--- config.mk ---
export PLATFORM = sky130hd
export DESIGN_NAME = parity_stream
export DESIGN_NICKNAME = d
export VERILOG_FILES = /design/src/rtl/parity_stream.sv
export SDC_FILE = /design/constraint.sdc
export NUM_CORES = 1
export LEC_CHECK = 0
export CAP_MARGIN = 30
export CORE_MARGIN = 4
export CORE_UTILIZATION = 41
export CTS_BUF_LIST = sky130_fd_sc_hd__clkbuf_2
export DETAILED_ROUTE_END_ITERATION = 7
export MAX_ROUTING_LAYER = met4
export PLACE_DENSITY = 0.94
export REMOVE_ABC_BUFFERS = 1
export SETUP_SLACK_MARGIN = 0.2
export SKIP_CTS_REPAIR_TIMING = 1
export SYNTH_ARGS = -nofsm -noshare
export SYNTH_HDL_FRONTEND = slang
export SYNTH_SLANG_ARGS = --single-unit
--- constraint.sdc ---
create_clock -name clk -period 5.5 [get_ports clk]
set_clock_uncertainty 0.15 [all_clocks]
set_input_delay 1.1 -clock clk [delete_from_list [all_inputs] [get_ports clk]]
set_output_delay 1.1 -clock clk [all_outputs]
set_load 0.005 [all_outputs]
--- src/rtl/parity_stream.sv ---
`default_nettype none
// ============================================================================
//  Module      : parity_stream
//  Description : Pipelined even/odd parity generator and checker on a
//                valid/ready stream. It also tracks parity across a
//                multi-word frame and keeps a saturating count of parity
//                errors.
//  Options     : PARITY_STREAM_ERR_CNT_EN - when defined, build the err_cnt
//                counter and its clr input. When undefined, err_cnt is tied
//                to 0 and clr is ignored.
//  Revision    : 1.0 - initial release
// ============================================================================
module parity_stream #(
  parameter int WIDTH = 8,
  parameter int CNT_W = 8
) (
  input  logic             clk,
  input  logic             rst,
  input  logic             in_valid,
  output logic             in_ready,
  input  logic [WIDTH-1:0] d,
  input  logic             pin,
  input  logic             odd,
  input  logic             chk,
  input  logic             last,
  output logic             out_valid,
  input  logic             out_ready,
  output logic [WIDTH-1:0] q,
  output logic             p,
  output logic             err,
  output logic             fp,
  output logic             flast,
  input  logic             clr,
  output logic [CNT_W-1:0] err_cnt
);

  logic             out_valid_q, out_valid_d;
  logic [WIDTH-1:0] data_q, data_d;
  logic             p_q, p_d;
  logic             err_q, err_d;
  logic             fp_q, fp_d;
  logic             flast_q, flast_d;
  logic             acc_q, acc_d;
  logic             accept;
  logic             word_par;
  logic             word_err;

  // One-entry output register: accept whenever it is empty or draining now.
  assign in_ready = !out_valid_q || out_ready;
  assign accept   = in_valid && in_ready;
  assign word_par = ^d;
  assign word_err = chk & (word_par ^ pin ^ odd);

  // Next-state of the output register and the frame accumulator.
  always_comb begin
    out_valid_d = out_valid_q;
    data_d      = data_q;
    p_d         = p_q;
    err_d       = err_q;
    fp_d        = fp_q;
    flast_d     = flast_q;
    acc_d       = acc_q;
    if (accept) begin
      out_valid_d = 1'b1;
      data_d      = d;
      p_d         = word_par ^ odd;
      err_d       = word_err;
      flast_d     = last;
      if (last) begin
        // The odd bit of the closing word sets the frame's parity sense.
        fp_d  = acc_q ^ word_par ^ odd;
        acc_d = 1'b0;
      end else begin
        fp_d  = 1'b0;
        acc_d = acc_q ^ word_par;
      end
    end else if (out_ready) begin
      out_valid_d = 1'b0;
    end
  end

  // Output register and accumulator state.
  always_ff @(posedge clk) begin
    if (rst) begin
      out_valid_q <= 1'b0;
      data_q      <= '0;
      p_q         <= 1'b0;
      err_q       <= 1'b0;
      fp_q        <= 1'b0;
      flast_q     <= 1'b0;
      acc_q       <= 1'b0;
    end else begin
      out_valid_q <= out_valid_d;
      data_q      <= data_d;
      p_q         <= p_d;
      err_q       <= err_d;
      fp_q        <= fp_d;
      flast_q     <= flast_d;
      acc_q       <= acc_d;
    end
  end

  assign out_valid = out_valid_q;
  assign q         = data_q;
  assign p         = p_q;
  assign err       = err_q;
  assign fp        = fp_q;
  assign flast     = flast_q;

`ifdef PARITY_STREAM_ERR_CNT_EN
  logic [CNT_W-1:0] err_cnt_q, err_cnt_d;

  // Saturating error count; clr wins over a same-cycle increment.
  always_comb begin
    err_cnt_d = err_cnt_q;
    if (clr) begin
      err_cnt_d = '0;
    end else if (accept && word_err && (err_cnt_q != {CNT_W{1'b1}})) begin
      err_cnt_d = err_cnt_q + 1'b1;
    end
  end

  // Error counter register.
  always_ff @(posedge clk) begin
    if (rst) begin
      err_cnt_q <= '0;
    end else begin
      err_cnt_q <= err_cnt_d;
    end
  end

  assign err_cnt = err_cnt_q;
`else
  logic unused_clr;
  assign unused_clr = clr;
  assign err_cnt    = '0;
`endif

endmodule
`default_nettype wire
Word level (Yosys, flattened, before mapping)

Index checks and enable logic that the tools add are counted.

Mux-type cells: 4
Bitwise logic cells: 6
Reductions and logical operators: 5

Operators by type and width:

| operator            | number |
|---|---|
| $reduce_xor A8 Y1   | 1 |
| $xor A1 B1 Y1       | 5 |
| $mux W1             | 4 |
| $reduce_bool A2 Y1  | 1 |
| $and A1 B1 Y1       | 1 |
| $logic_and A1 B1 Y1 | 1 |
| $logic_not A1 Y1    | 1 |
| $logic_or A1 B1 Y1  | 1 |

Register bits: 14
Input port bits: 17
Word-level logic and storage cells: 22

Depth between registers and ports, before layout

Word-level depth: 4
Depth in mapped cells: 5
Gate-level depth less buffers: 5

Worst setup path before layout

No wires, ideal clock.

Path type: in2reg
Start point: input d[4]
End point: register fp_q, in the netlist fp
Arrival time: 2.268 ns
Required time: 5.233 ns
Path slack: 2.965 ns
Cell stages on the path: 5
Path through: xnor2_1 > xnor2_1 > xnor3_1 > xnor2_1 > a32o_1

Word-level cells in the longest chain between the ends: 4

Ends and longest elaborated chain:

| what                       | line | text |
|---|---|---|
| start: declaration         | 21   | `input logic [WIDTH-1:0] d,` |
| $reduce_xor A8 Y1          | 51   | `assign word_par = ^d;` |
| $xor A1 B1 Y1 (2 in a row) | 71   | `fp_d = acc_q ^ word_par ^ odd;` |
| $mux W1                    | 69   | `if (last) begin` |
| end signal: assignment     | 97   | `fp_q <= fp_d;` |
| end: declaration           | 41   | `logic fp_q, fp_d;` |

No other way between the ends.
A chain may end at the register's enable or synchronous reset.

Worst setup path in the final report

Start point: input out_ready
End point: output in_ready

Word-level cells in the longest chain between the ends: 1

Ends and longest elaborated chain:

| what               | line | text |
|---|---|---|
| start: declaration | 27   | `input logic out_ready,` |
| $logic_or A1 B1 Y1 | 49   | `assign in_ready = !out_valid_q \|\| out_ready;` |
| end: declaration   | 20   | `output logic in_ready,` |

No other way between the ends.

==> flow_summary.ini <==
[place]
place_hpwl_um = 1130
place.gp.congestion = 0.671
postPlaceCellArea_sq_um = 927
port_buffers = 29
dp_slack_ns = 2.04
place_inst = 120

[sta]
slew_headroom_pct = 65.6
drv_slew = 0
setup_violations = 0
fin_setup_tns_ns = 0
fin_crit_ns = 3.46
finalWorstSetupSlack_ns = 2.04
worst_pin_slew_ns = 0.514
hold_viol = 0
fmax_mhz = 289
rsz0062_at_grt = false
fin_crit_sh_pct = 63.0

[synthesis]
synth_common_cells = nand2_1, dfxtp_1, a21oi_1
synth_enable_flop_cells = 0
synth_seq_cells = 14
synth_most_common_cell = nand2_1
ys_seq_area_share_pct = 42.3
avgSynthCellArea_sq_um = 8.38
synthArstFlopShare_pct = 0
netlist.area_leader.share_pct = 42.3
yosysTopAreaCell = dfxtp_1
synthTopCellsByArea = dfxtp_1, nand2_1, xnor2_1, buf_4, a21oi_1
syn-instance-count = 79
yosysWarningCount = 0
synthFlopType = dfxtp_1
synth_area_sq_um = 662
synth_cell_type_count = 17

[clocking]
cts_root_buffer = clkbuf_2
numCtsBuffers = 3
clockBufferDepth = 2
path_clk_slew_ns = 0.13
clkSinkCount = 14
tritoncts = yes
insertion_delay_ns = 0.27
htreeDepth = 1

[drt]
drtIter0Drc = 9
wl_per_cell_um = 11.8
vias = 605
drc_errors = 0
dr.pass1.iters = 3
ant_nets = 0
wirelength_um = 1470
vias_per_cell = 4.88

[floorplan]
fp.dieW_um = 48.2
initial_utilization_pct = 43.4
io_pins = 39
dieArea_sq_mm = 0.00232
die_y_um = 48.2
fp-row-count = 14
core-area_sq_mm = 0.00152

[flow_run]
maxCapViolations = 0

[power]
netSwitchingFraction_pct = 27.9
share_seq_of_total_power_pct = 48.7
irDropWorstVdd_mv = 0.133
clkPwrFrac_pct = 20.5
switchingPower_mw = 0.0654
p_int_mw = 0.169
combPwrFrac_pct = 30.8
leakage_nw = 0.367
power_density_mw_per_mm2 = 247

[global_route]
first_global_vias = 582
grt_start_max_net_pins = 15
grt_util_all_layers_pct = 14.4
grt_pass1_wl_um = 2260
antenna_found_initial = 0
overflow = 0

[worst_setup_path]
cp-start-kind = primary input
rrSetupSlack_ns = 3.79
max_stage_delay_ns = 0.52
worstPathArrival_ns = 2.21
crit_family = buffers and inverters
r2r-end = acc_q
worstSetupPathDepth = 3
r2r_cells = 4
path_buf_inv = 2
crit_top_cell = clkdlybuf4s50_1
critical_path.startpoint = out_ready
cp_max_fo = 4
worst_setup_path_end_kind = primary output
timing.rr.start = out_valid
critPathSlowestCell = clkdlybuf4s50_1
cp.required_ns = 4.25
path_cells = clkdlybuf4s50_1 -> nand2b_1 -> clkdlybuf4s50_1
critPathKind = in -> out

[final_layout]
layout.cells.non_filler = 124
antenna_cells = 0
drive_above_1_share_pct = 2.78
nets = 126
area_growth_pct = 42.9
finalInstanceArea_sq_um = 946

[min_path]
min-delay-start = flast
min_to = flast
min_path_type = reg -> reg
min_path_cells = 2

[outcome]
outcome = finished clean
## worst max path at each step
stage / endpoint / slack [ns]
final: in_ready / 2.04
after CTS: in_ready / 2.03
after global routing: in_ready / 2.00
after detailed placement: in_ready / 2.04
after global placement: in_ready / 2.05
after floorplan: fp / 2.96
## per-layer routing
layer  vias up  wire (um)  GRT usage, %
li1        299          -             -
met1       283        593          15.6
met2        21        770          24.7
met3         2         83          2.21
met4         0         19          8.06
met5         -          0             -
## registers in the layout (all words and copies together) (netlist names)
name and flops:
out_valid 1, flast 1, err 1, p 1, q 8, fp 1
acc_q 1
## logic make-up (layout without fill, tap and decap cells)
group / Yosys count / in the layout / synth area share, %
xor+xnor: 10 / 10 / 15.3
buf+inv: 12 / 34 / 11.3
other cells: 1 / 8 / 0.567
simple gates: 28 / 28 / 17.8
compound gates: 14 / 14 / 12.7
flops: 14 / 14 / 42.3
## cells in the final DEF, fill, tap and decap left out
cell type,synthesis,layout
a31oi_1,1,1
nand2b_1,1,1
clkdlybuf4s50_1,0,29
nor2_1,3,3
xnor2_1,9,9
a32o_1,2,2
a21oi_1,10,10
nand2_1,21,21
clkbuf_2,0,3
conb_1,1,8
inv_1,1,1
o21a_1,1,1
nand3b_1,1,1
xnor3_1,1,1
and2_1,1,1
dfxtp_1,14,14
or4_1,1,1
clkinv_1,0,1
## stage by stage
step | hold WS (ns) | utilization, % | total power [mW]
global route | 0.340 | 62.1 | 0.252
detailed placement | 0.298 | 60.8 | 0.189
finish | 0.315 | 62.1 | 0.234
global placement | 0.290 | 60.8 | 0.187
CTS | 0.317 | 62.1 | 0.238
floorplan | 0.297 | - | 0.155
## tightest hold or removal path, cell delays in order, from the launching register on
cell,delay [ns]
dfxtp_1,0.33
nand2_1,0.05
a21oi_1,0.05
## power groups by stage
stage / clock network [mW] / logic, mW / registers (mW)
floorplan: 0 / 0.0384 / 0.117
global placement: 0 / 0.0711 / 0.116
detailed placement: 0 / 0.0726 / 0.116
CTS: 0.0510 / 0.0729 / 0.114
global route: 0.0575 / 0.0799 / 0.115
finish: 0.0479 / 0.0721 / 0.114
## cell type report
type                       instances  area [sq um]
multi-input combinational         60           333
fill                             140           578
sequential                        14           280
timing repair buffer              29           290
clock inverter                     1          3.75
tap                               16          20.0
inverter                           1          3.75
clock buffer                       3          15.0
Note: power is estimated with default switching activity, not from simulation.
